**src/rtl/arb_mux_pkg.sv**
```systemverilog
// ----------------------------------------------------------------------------
// arb_mux_pkg
// Shared constants and helpers for the arb_mux registered multiplexer.
//   MODE_FIXED : mode value selecting the channel given by the sel port
//   MODE_RR    : mode value selecting round-robin arbitration
//   wrap_next  : index + 1, wrapping to 0 at n (works for any n, not only 2^k)
// ----------------------------------------------------------------------------
package arb_mux_pkg;

    localparam logic MODE_FIXED = 1'b0;
    localparam logic MODE_RR    = 1'b1;

    // Successor of idx in the ring 0..n-1.
    function automatic int unsigned wrap_next(input int unsigned idx, input int unsigned n);
        if ((idx + 32'd1) >= n) begin
            return 32'd0;
        end else begin
            return idx + 32'd1;
        end
    endfunction

endpackage

```
**src/rtl/rr_arbiter.sv**
```systemverilog
// ----------------------------------------------------------------------------
// rr_arbiter
// Purely combinational rotating-priority picker. Starting at ptr and moving
// upward (wrapping at CHANNELS), the first requesting channel wins.
// Ports:
//   req    [CHANNELS] : request vector, bit i belongs to channel i
//   ptr    [SELW]     : highest-priority channel index this cycle (< CHANNELS)
//   winner [SELW]     : index of the chosen channel (0 when nothing requests)
//   any               : at least one request is present
// ----------------------------------------------------------------------------
module rr_arbiter
    import arb_mux_pkg::*;
#(
    parameter int CHANNELS = 4,
    localparam int SELW = $clog2(CHANNELS)
) (
    input  logic [CHANNELS-1:0] req,
    input  logic [SELW-1:0]     ptr,
    output logic [SELW-1:0]     winner,
    output logic                any
);

    // One extra bit so ptr + offset cannot overflow before the wrap.
    localparam int SUMW = SELW + 1;

    logic [SUMW-1:0] sum_s;
    logic [SELW-1:0] pos_s;
    logic [SELW-1:0] winner_s;
    logic            any_s;

    // Scan channels in priority order ptr, ptr+1, ... and latch the first hit.
    always_comb begin
        winner_s = '0;
        any_s    = 1'b0;
        sum_s    = '0;
        pos_s    = '0;
        for (int k = 0; k < CHANNELS; k++) begin
            sum_s = {1'b0, ptr} + SUMW'(k);
            // ptr + k never reaches 2*CHANNELS, so a single subtraction wraps it.
            if (sum_s >= SUMW'(CHANNELS)) begin
                sum_s = sum_s - SUMW'(CHANNELS);
            end else begin
                sum_s = sum_s;
            end
            pos_s = sum_s[SELW-1:0];
            if (!any_s && req[pos_s]) begin
                any_s    = 1'b1;
                winner_s = pos_s;
            end else begin
                any_s    = any_s;
                winner_s = winner_s;
            end
        end
    end

    assign winner = winner_s;
    assign any    = any_s;

endmodule

```
**src/rtl/arb_mux.sv**
```systemverilog
// ----------------------------------------------------------------------------
// arb_mux
// N-channel, W-bit multiplexer with valid/ready on every input and a
// one-entry output register. Channel choice is either the sel port (fixed
// mode) or round-robin among requesting channels.
// Ports:
//   clk, rst              : rising-edge clock, synchronous active-high reset
//   mode                  : MODE_FIXED (use sel) or MODE_RR (round-robin)
//   sel       [SELW]      : channel index used in fixed mode
//   in_valid  [CHANNELS]  : per-channel request
//   in_data   [CHANNELS*WIDTH] : channel i at [i*WIDTH +: WIDTH]
//   in_ready  [CHANNELS]  : per-channel accept (combinational, one-hot or 0)
//   out_valid             : output register holds a word
//   out_data  [WIDTH]     : registered selected word
//   out_ready             : downstream accept
//   grant     [SELW]      : channel whose word sits in the output register
// ----------------------------------------------------------------------------
module arb_mux
    import arb_mux_pkg::*;
#(
    parameter int WIDTH    = 8,
    parameter int CHANNELS = 4,
    localparam int SELW    = $clog2(CHANNELS)
) (
    input  logic                      clk,
    input  logic                      rst,
    input  logic                      mode,
    input  logic [SELW-1:0]           sel,
    input  logic [CHANNELS-1:0]       in_valid,
    input  logic [CHANNELS*WIDTH-1:0] in_data,
    output logic [CHANNELS-1:0]       in_ready,
    output logic                      out_valid,
    output logic [WIDTH-1:0]          out_data,
    input  logic                      out_ready,
    output logic [SELW-1:0]           grant
);

    // Every value sel can take has a slot; slots past CHANNELS stay 0 so an
    // out-of-range sel simply sees no request.
    localparam int SELP = 1 << SELW;

    logic [SELP-1:0]     valid_pad_s;
    logic [SELW-1:0]     rr_winner_s;
    logic                rr_any_s;
    logic [SELW-1:0]     winner_s;
    logic                request_s;
    logic                load_en_s;
    logic                transfer_s;
    logic [WIDTH-1:0]    win_data_s;
    logic [CHANNELS-1:0] in_ready_s;
    logic [SELW-1:0]     ptr_next_s;

    logic [SELW-1:0]     ptr_r;
    logic                out_valid_r;
    logic [WIDTH-1:0]    out_data_r;
    logic [SELW-1:0]     grant_r;

    rr_arbiter #(
        .CHANNELS (CHANNELS)
    ) u_rr_arbiter (
        .req    (in_valid),
        .ptr    (ptr_r),
        .winner (rr_winner_s),
        .any    (rr_any_s)
    );

    // Zero-extend the request vector to the full sel range.
    always_comb begin
        valid_pad_s                 = '0;
        valid_pad_s[CHANNELS-1:0]   = in_valid;
    end

    // Pick the candidate channel for this cycle according to the mode.
    always_comb begin
        if (mode == MODE_RR) begin
            winner_s  = rr_winner_s;
            request_s = rr_any_s;
        end else begin
            winner_s  = sel;
            request_s = valid_pad_s[sel];
        end
    end

    // The output register can take a word when empty or being drained now.
    assign load_en_s  = !out_valid_r || out_ready;
    assign transfer_s = load_en_s && request_s;

    // Ready goes only to the winning channel, and only if a load can happen.
    always_comb begin
        in_ready_s = '0;
        for (int i = 0; i < CHANNELS; i++) begin
            if (transfer_s && (winner_s == SELW'(i))) begin
                in_ready_s[i] = 1'b1;
            end else begin
                in_ready_s[i] = 1'b0;
            end
        end
    end

    // Data mux for the winning channel.
    always_comb begin
        win_data_s = '0;
        for (int i = 0; i < CHANNELS; i++) begin
            if (winner_s == SELW'(i)) begin
                win_data_s = in_data[i*WIDTH +: WIDTH];
            end else begin
                win_data_s = win_data_s;
            end
        end
    end

    assign ptr_next_s = SELW'(wrap_next(32'(rr_winner_s), 32'(CHANNELS)));

    // Round-robin pointer: advances past the winner on each RR transfer only.
    always_ff @(posedge clk) begin
        if (rst) begin
            ptr_r <= '0;
        end else if (transfer_s && (mode == MODE_RR)) begin
            ptr_r <= ptr_next_s;
        end else begin
            ptr_r <= ptr_r;
        end
    end

    // Output register: refill on transfer, empty on drain, otherwise hold.
    always_ff @(posedge clk) begin
        if (rst) begin
            out_valid_r <= 1'b0;
            out_data_r  <= '0;
            grant_r     <= '0;
        end else if (transfer_s) begin
            out_valid_r <= 1'b1;
            out_data_r  <= win_data_s;
            grant_r     <= winner_s;
        end else if (out_valid_r && out_ready) begin
            out_valid_r <= 1'b0;
            out_data_r  <= out_data_r;
            grant_r     <= grant_r;
        end else begin
            out_valid_r <= out_valid_r;
            out_data_r  <= out_data_r;
            grant_r     <= grant_r;
        end
    end

    assign in_ready  = in_ready_s;
    assign out_valid = out_valid_r;
    assign out_data  = out_data_r;
    assign grant     = grant_r;

endmodule

```
**config.mk**
```make
export PLATFORM = sky130hd
export DESIGN_NAME = arb_mux
export DESIGN_NICKNAME = d
export VERILOG_FILES = /design/src/rtl/arb_mux_pkg.sv /design/src/rtl/rr_arbiter.sv /design/src/rtl/arb_mux.sv
export SDC_FILE = /design/constraint.sdc
export NUM_CORES = 1
export LEC_CHECK = 0
export CAP_MARGIN = 20
export CORE_MARGIN = 3
export CORE_UTILIZATION = 54
export DETAILED_ROUTE_END_ITERATION = 6
export DONT_BUFFER_PORTS = 1
export GPL_TIMING_DRIVEN = 0
export PLACE_DENSITY = 0.65
export SLEW_MARGIN = 20
export SYNTH_ARGS = -nofsm -noshare
export SYNTH_HDL_FRONTEND = slang
export SYNTH_SLANG_ARGS = --single-unit
```
**constraint.sdc**
```tcl
create_clock -name clk -period 2 [get_ports clk]
set_input_delay 0.3 -clock clk [delete_from_list [all_inputs] [get_ports clk]]
set_output_delay 0.3 -clock clk [all_outputs]
set_load 0.01 [all_outputs]
```
# Word-level counts from Yosys, hierarchy flattened
# Cells that the tools add are included.
totals:
  memories: 0
  reg_bits: 13
  ramBits: 0
  mem_bits_ro: 0
  latchBits: 0
  in_bits: 42
  wordCells: 77
  output_inout_bits: 15
classes:
  mux: 35
  bitwise: 0
  magnitude_cmp: 10
  mul: 0
  shifts: 0
  div: 0
  addsub: 8
  eq_ne: 3
  n_reduce_logical: 17
ops:
  columns: ["op", "count"]
  rows:
  - ["8-bit 2-to-1 mux", 4]
  - ["2-bit 2-to-1 mux", 10]
  - ["1-bit 2-to-1 mux", 16]
  - ["2-bit by 3-bit < comparator with 1-bit output, second input constant", 5]
  - ["3-bit greater-or-equal comparator, second input constant", 4]
  - ["1-bit binary-select mux with 2-bit select", 5]
  - ["1-bit logical AND", 10]
  - ["2-bit by 1-bit subtractor with 2-bit output, second input constant", 4]
  - ["2-bit by 1-bit adder with 3-bit output, second input constant", 2]
  - ["2-bit by 2-bit adder with 3-bit output, second input constant", 2]
  - ["2-bit equality test, second input constant", 2]
  - ["1-bit zero test", 4]
  - ["2-bit by 3-bit greater-or-equal comparator with 1-bit output, second input constant", 1]
  - ["2-bit by 1-bit equality test with 1-bit output, second input constant", 1]
  - ["2-bit zero test", 1]
  - ["2-bit nonzero test", 1]
  - ["1-bit logical OR", 1]

# Logic depth before layout (Yosys ltp)
# Gate-level depths: netlist of the first run.
logic_depth:
  depth_word: 20
  depth_mapped: 6
  depth_no_buf: 5

# Cells and area by module
# A second synthesis of the first run with hierarchy kept.
hier_totals:
  hier_cells: 91
  hier_area_um2: 899.6
by_module_without_submodules:
  columns: ["mod", "seq_area_each_um2", "area_per_inst_um2", "instances", "cells_each"]
  rows:
  - ["arb_mux", 260.2, 822.0, 1, 76]
  - ["rr_arbiter", 0.0, 77.6, 1, 15]

# Least setup slack after synthesis of the first run
# No wires, ideal clock.
synth_timing:
  path_kind: "input to output"
  from: "in in_valid[2]"
  to: "out in_ready[1]"
  path_buffers: 1
  arrival_ns: 1.656
  path_slack_ns: 0.044
  path_stages: 5
  cell_sequence: "nor2b_1 > or4_4 > and3_1 > buf_2 > nor3_1"
synth_via:
  elab_chain_len: 16
  word_cells_on_any_way: 30
synth_lines:
  columns: ["item", "line", "source"]
  rows:
  - ["from (decl)", "arb_mux.sv:29", "input logic [CHANNELS-1:0] in_valid,"]
  - ["1-bit binary-select mux with 2-bit select", "rr_arbiter.sv:46", "if (!any_s && req[pos_s]) begin"]
  - ["1-bit 2-to-1 mux (implied by the code)", "rr_arbiter.sv:46", null]
  - ["1-bit 2-to-1 mux", "rr_arbiter.sv:46", null]
  - ["1-bit zero test", "rr_arbiter.sv:46", null]
  - ["1-bit logical AND", "rr_arbiter.sv:46", null]
  - ["1-bit 2-to-1 mux", "rr_arbiter.sv:46", null]
  - ["1-bit zero test", "rr_arbiter.sv:46", null]
  - ["1-bit logical AND", "rr_arbiter.sv:46", null]
  - ["1-bit 2-to-1 mux", "rr_arbiter.sv:46", null]
  - ["1-bit zero test", "rr_arbiter.sv:46", null]
  - ["1-bit logical AND", "rr_arbiter.sv:46", null]
  - ["2-bit 2-to-1 mux or 1-bit 2-to-1 mux (tied branches)", "rr_arbiter.sv:46", null]
  - ["2-bit 2-to-1 mux or 1-bit 2-to-1 mux (tied branches)", "arb_mux.sv:75", "if (mode == MODE_RR) begin"]
  - ["2-bit by 1-bit equality test with 1-bit output or 1-bit logical AND (tied branches)", "arb_mux.sv:92, arb_mux.sv:86", null]
  - ["1-bit logical AND *", "arb_mux.sv:92", "if (transfer_s && (winner_s == SELW'(i))) begin"]
  - ["1-bit 2-to-1 mux *", "arb_mux.sv:92", null]
  - ["to (decl)", "arb_mux.sv:31", "output logic [CHANNELS-1:0] in_ready,"]
# Mark *: on every way between the ends. The rest lies on a longest branch, timed or not. The select of a mux whose other input is x is not followed.

==> results of run 1 <==
## sequential cells by signal, summed over array words and instances, names as in the netlist, named ones only
register / cells
out_data: 8
grant: 2
out_valid: 1
ptr_r: 1
## power by group
part / total [mW] / leakage, nW / switching (mW) / internal, mW
Combinational: 0.296 / 0.392 / 0.158 / 0.138
Sequential: 0.322 / 0.109 / 0.0348 / 0.288
Clock: 0.161 / 0.0150 / 0.0842 / 0.0771
Total: 0.780 / 0.515 / 0.277 / 0.503
## final timing paths
kind                       to      from  slack [ns]  cells after the start
setup / recovery  in_ready[1]  register        0.02                      4
hold / removal       register       rst        0.09                      1
setup reg to reg  out_data[7]  register        0.10                      8
hold reg to reg      grant[1]  grant[1]        0.50                      2
## stage by stage
stage	cells	TNS (ns)
after floorplan	138	0
after global placement	163	-0.128
after detailed placement	163	-0.175
after CTS	172	-0.0681
after global routing	183	-0.0565
final	183	0
## layout make-up
cell class	instances	area (sq um)
repair buffers	18	133
inverters	2	7.51
fillers	153	468
clock buffers	4	26.3
plain buffers	8	36.3
multi-input cells	113	813
well taps	25	31.3
flip-flops and latches	13	268
## critical path: cells and delay by family, from the launching register on
| family | cells | cell delay [ns] |
|---|---|---|
| flops | 1 | 0.39 |
| simple gates | 4 | 1.02 |
## cell families (layout without fill, tap and decap cells)
logic type | count (synthesis) | after routing
simple gates | 60 | 60
mux | 3 | 3
compound gates | 50 | 50
buf+inv | 12 | 32
flops | 13 | 13
## cell usage in the layout (no fill, tap or decap), types with 2 or more instances in the layout
cell type,instances
a21boi_0,16
dfxtp_4,2
nor2_2,2
and3_1,16
nor3_4,2
nand2_1,15
a21oi_1,3
buf_4,18
nor2b_1,2
o211ai_1,8
clkbuf_4,3
o21ai_1,8
clkbuf_1,6
nor2_1,7
buf_2,2
dfxtp_1,11
a31oi_1,9
nand2b_1,2
mux2i_4,2
nor3_1,4
nor2b_4,2
or4_4,3
## per-layer routing
metal  share of wire  up-vias  GRT usage
met5               0        -          0
met4          0.0079        0     0.0737
met3            0.12        2     0.0816
met2            0.44       72      0.370
met1            0.43      538      0.354
li1                -      553          -
## what timing repair did
action | in CTS | in global routing
resized for setup | 20 | 7
pin swaps | 6 | 5
setup buffers | 6 | 12
setup endpoints to repair | 4 | 5
==> results.yml, run 1 <==
status:
  status: "completed"
pwr:
  p_total_uw: 780
  ir_drop_mv: 0.290
  p_leak_nw: 0.515
  power.density_mw_per_mm2: 593
sta:
  hold_viol: 0
  report.final.slew_viol_count: 0
  tightest_slew_ns: 0.486
  whs_ns: 0.0920
  min_period_ns: 1.98
  skew_ns: 0.00707
  slew_headroom: 0.676
  post-route-period-util: 0.992
  timing.fmax_ghz: 0.504
  final-setup-viol-count: 0
  rsz0062_at_grt: "true"
  fin_ws_ns: 0.0153
synthesis:
  synth_top_family_by_area: "compound AO/OA/AOI/OAI gates"
  ys_warn_count: 0
  synth_xor_area_frac: 0
  yosysSeqAreaShare: 0.248
  synth-edff-count: 0
  synth.most_common_cell: "and3_1"
  synth_compound_area_frac: 0.346
  synth.area.top_cells: "dfxtp_1 (25%), a21boi_0 (11%), and3_1 (10%)"
  synth_ff_type: "dfxtp_1"
  synth_cells: 138
  yosys.area_share.adder: 0
  synth_top_area_cell: "dfxtp_1"
  syn_avg_cell_area_sq_um: 7.60
  yosys.area_share.simple: 0.307
  synth_cell_types: 29
  ys_top_cells_by_count: "and3_1 (17), a21boi_0 (16), nand2_1 (15), dfxtp_1 (13)"
  yosys_register_bits: 13
  synth_top_area_frac: 0.248
  synth.cell_area_sq_mm: 0.00105
  syn-num-nets: 180
  synthArstFlopShare: 0
  synthMuxAreaShare: 0.0525
setup_path:
  worstSetupPathType: "reg2out"
  endpoint_kind: "output pin"
  cpPeakStageDelay_ns: 0.51
  crit_arrival_ns: 1.68
  required_ns: 1.70
  cpMaxStageDelayCell: "or4_4"
  path_cells: "nor2b_4 > or4_4 > and3_4 > nor3_4"
  critPathMaxFanout: 5
  start_kind: "register"
drt:
  routedWlPerCell_microns: 17.9
  num_vias: 1165
  drc: 0
  viasPerCell: 6.37
  dr.first_iter.drc_count: 42
  antenna_left: 0
  wirelength_microns: 3270
  firstDrtPassIters: 4
placement:
  portBuffers: 0
  hpwl_microns: 2230
  dp_slack_ns: -0.0984
  gp_congestion: 0.813
  placed_cell_area_sq_mm: 0.00108
hold_path:
  min-delay-path-class: "in2reg"
cells_and_area:
  final_util: 0.738
  drive_gt1_frac: 0.285
  syn2layout_area_growth_pct: 25.4
  nets: 201
  final_cell_area_sq_mm: 0.00132
  n_antenna_cell: 0
clock_tree:
  clk_pin_slew_ns: 0.07
  cts_root_buffer: "clkbuf_4"
  cts_tree: "yes"
  cts_buffer_depth: 2
  clock_latency_ns: 0.27
  hold_buffers: 0
  cts_max_level: 1
  cts_sinks: 13
  numCtsBuffers: 3
grt:
  grt.overflow.total: 0
  grt_usage: 0.254
  grt_pass1_wl_microns: 4860
  antenna_found_initial: 0
  grt_pass1_vias: 1069
  grt_max_degree: 17
floorplan:
  dieArea_sq_mm: 0.00251
  dieWidth_microns: 50.1
  design.portCount: 57
  rows: 15
  start_util: 0.588
  coreArea_sq_mm: 0.00178
  die_y_microns: 50.1
job:
  cap_viol_max_count: 0
Power figures use the tool's default switching activity.
==> run 2, diff against run 1 <==
--- a/config.mk
+++ b/config.mk
@@ -12,6 +12,7 @@
 export DONT_BUFFER_PORTS = 1
 export GPL_TIMING_DRIVEN = 0
 export PLACE_DENSITY = 0.65
+export SKIP_CTS_REPAIR_TIMING = 1
 export SLEW_MARGIN = 20
 export SYNTH_ARGS = -nofsm -noshare
 export SYNTH_HDL_FRONTEND = slang
==> results.yml, run 2 (synthesis gave the netlist of run 1 again) <==
hold_path:
  hp-start: "rst"
  min-delay-path-class: "in2reg"
grt:
  grt.overflow.total: 0
  grt_max_degree: 11
  grt_pass1_wl_microns: 4560
  antenna_found_initial: 0
  grt_usage: 0.239
  grt_pass1_vias: 1024
floorplan:
  die_y_microns: 50.1
  dieWidth_microns: 50.1
  rows: 15
  start_util: 0.588
  design.portCount: 57
  coreArea_sq_mm: 0.00178
  dieArea_sq_mm: 0.00251
sta:
  hold_viol: 0
  post-route-period-util: 1.06
  slew_headroom: 0.679
  report.final.slew_viol_count: 0
  tightest_slew_ns: 0.482
  fin_ws_ns: -0.114
  final-setup-viol-count: 4
  min_period_ns: 2.11
  rsz0062_at_grt: "true"
  skew_ns: 0.00280
  timing.fmax_ghz: 0.473
cells_and_area:
  nets: 191
  final_cell_area_sq_mm: 0.00123
  layout_common_cells: "and3_1 (16), a21boi_0 (16), nand2_1 (15)"
  syn2layout_area_growth_pct: 17.4
  largest_reg_flops: 8
  n_antenna_cell: 0
  drive_gt1_frac: 0.216
setup_path:
  crit_buf_inv: 1
  start_kind: "register"
  critPathTopFamily: "simple AND/OR/NAND/NOR gates"
  cpPeakStageDelay_ns: 0.51
  critPathMaxFanout: 8
  r2r-start: "ptr_r[1]"
  crit_arrival_ns: 1.81
  endpoint_kind: "output pin"
  required_ns: 1.70
  cpMaxStageDelayCell: "or4_4"
  path_cells: "nand2b_4 > or4_4 > and3_4 > buf_8 > nor3_4"
  startpoint: "ptr_r[1]"
  worstSetupPathType: "reg2out"
drt:
  drc: 0
  firstDrtPassIters: 4
  num_vias: 1108
  antenna_left: 0
  dr.first_iter.drc_count: 26
  routedWlPerCell_microns: 17.2
  viasPerCell: 6.40
  wirelength_microns: 2970
clock_tree:
  cts_max_level: 1
  clock_latency_ns: 0.27
  cts_buffer_depth: 2
  cts_tree: "yes"
  numCtsBuffers: 3
  clk_pin_slew_ns: 0.07
  cts_root_buffer: "clkbuf_4"
  cts_sinks: 13
pwr:
  ir_drop_mv: 0.301
  power.density_mw_per_mm2: 610
  p_comb_frac: 0.361
  seq_power_share: 0.429
  swShare: 0.354
  switchingPower_uw: 266
  p_int_uw: 486
  p_leak_nw: 0.464
  clockPowerShare: 0.211
placement:
  placed_cell_area_sq_mm: 0.00108
  gp_congestion: 0.813
  portBuffers: 0
  hpwl_microns: 2230
  dp_slack_ns: -0.0984
status:
  status: "complete, but fails checks"
  violations: "negative setup slack"
job:
  cap_viol_max_count: 0
==> run 2: changes by cell type in the layout (fill, tap and decap cells not counted), sizes merged <==
cell | before | now
buf | 20 | 10
==> run 2: path summary, 6_finish.rpt <==
path	to	slack (ns)	depth (start not counted)
setup / recovery	in_ready[3]	-0.11	5
setup reg to reg	out_data[3]	0.13	7
hold / removal	register	0.09	1
hold reg to reg	grant[1]	0.50	2
==> run 2: cell type report <==
class,count,area [sq um]
plain buffers,10,60.1
clock buffers,4,26.3
fillers,162,552
inverters,2,7.51
multi-input cells,113,793
flip-flops and latches,13,268
well taps,25,31.3
repair buffers,6,45.0
==> run 2: per-layer routing <==
layer,up-vias,track usage,share of wire
li1,538,-,-
met1,514,0.331,0.48
met2,54,0.339,0.41
met3,2,0.0876,0.098
met4,0,0.0737,0.0087
met5,-,0,0
==> run 2: through the flow <==
step	std cells	utilization	setup TNS (ns)	total power [mW]	hold WS, ns
floorplan	138	-	0	0.504	0.369
detailed placement	163	0.606	-0.175	0.550	0.375
global route	173	0.691	-0.537	0.805	0.0738
global placement	163	0.606	-0.128	0.543	0.371
finish	173	0.691	-0.316	0.751	0.0913
CTS	167	0.620	-1.24	0.707	0.0888
==> run 2: power by group through the flow <==
stage / clock network (mW) / registers, mW / logic, mW
final: 0.158 / 0.322 / 0.271
after global routing: 0.179 / 0.325 / 0.301
after CTS: 0.162 / 0.321 / 0.224
after detailed placement: 0 / 0.327 / 0.223
after global placement: 0 / 0.326 / 0.217
after floorplan: 0 / 0.321 / 0.183
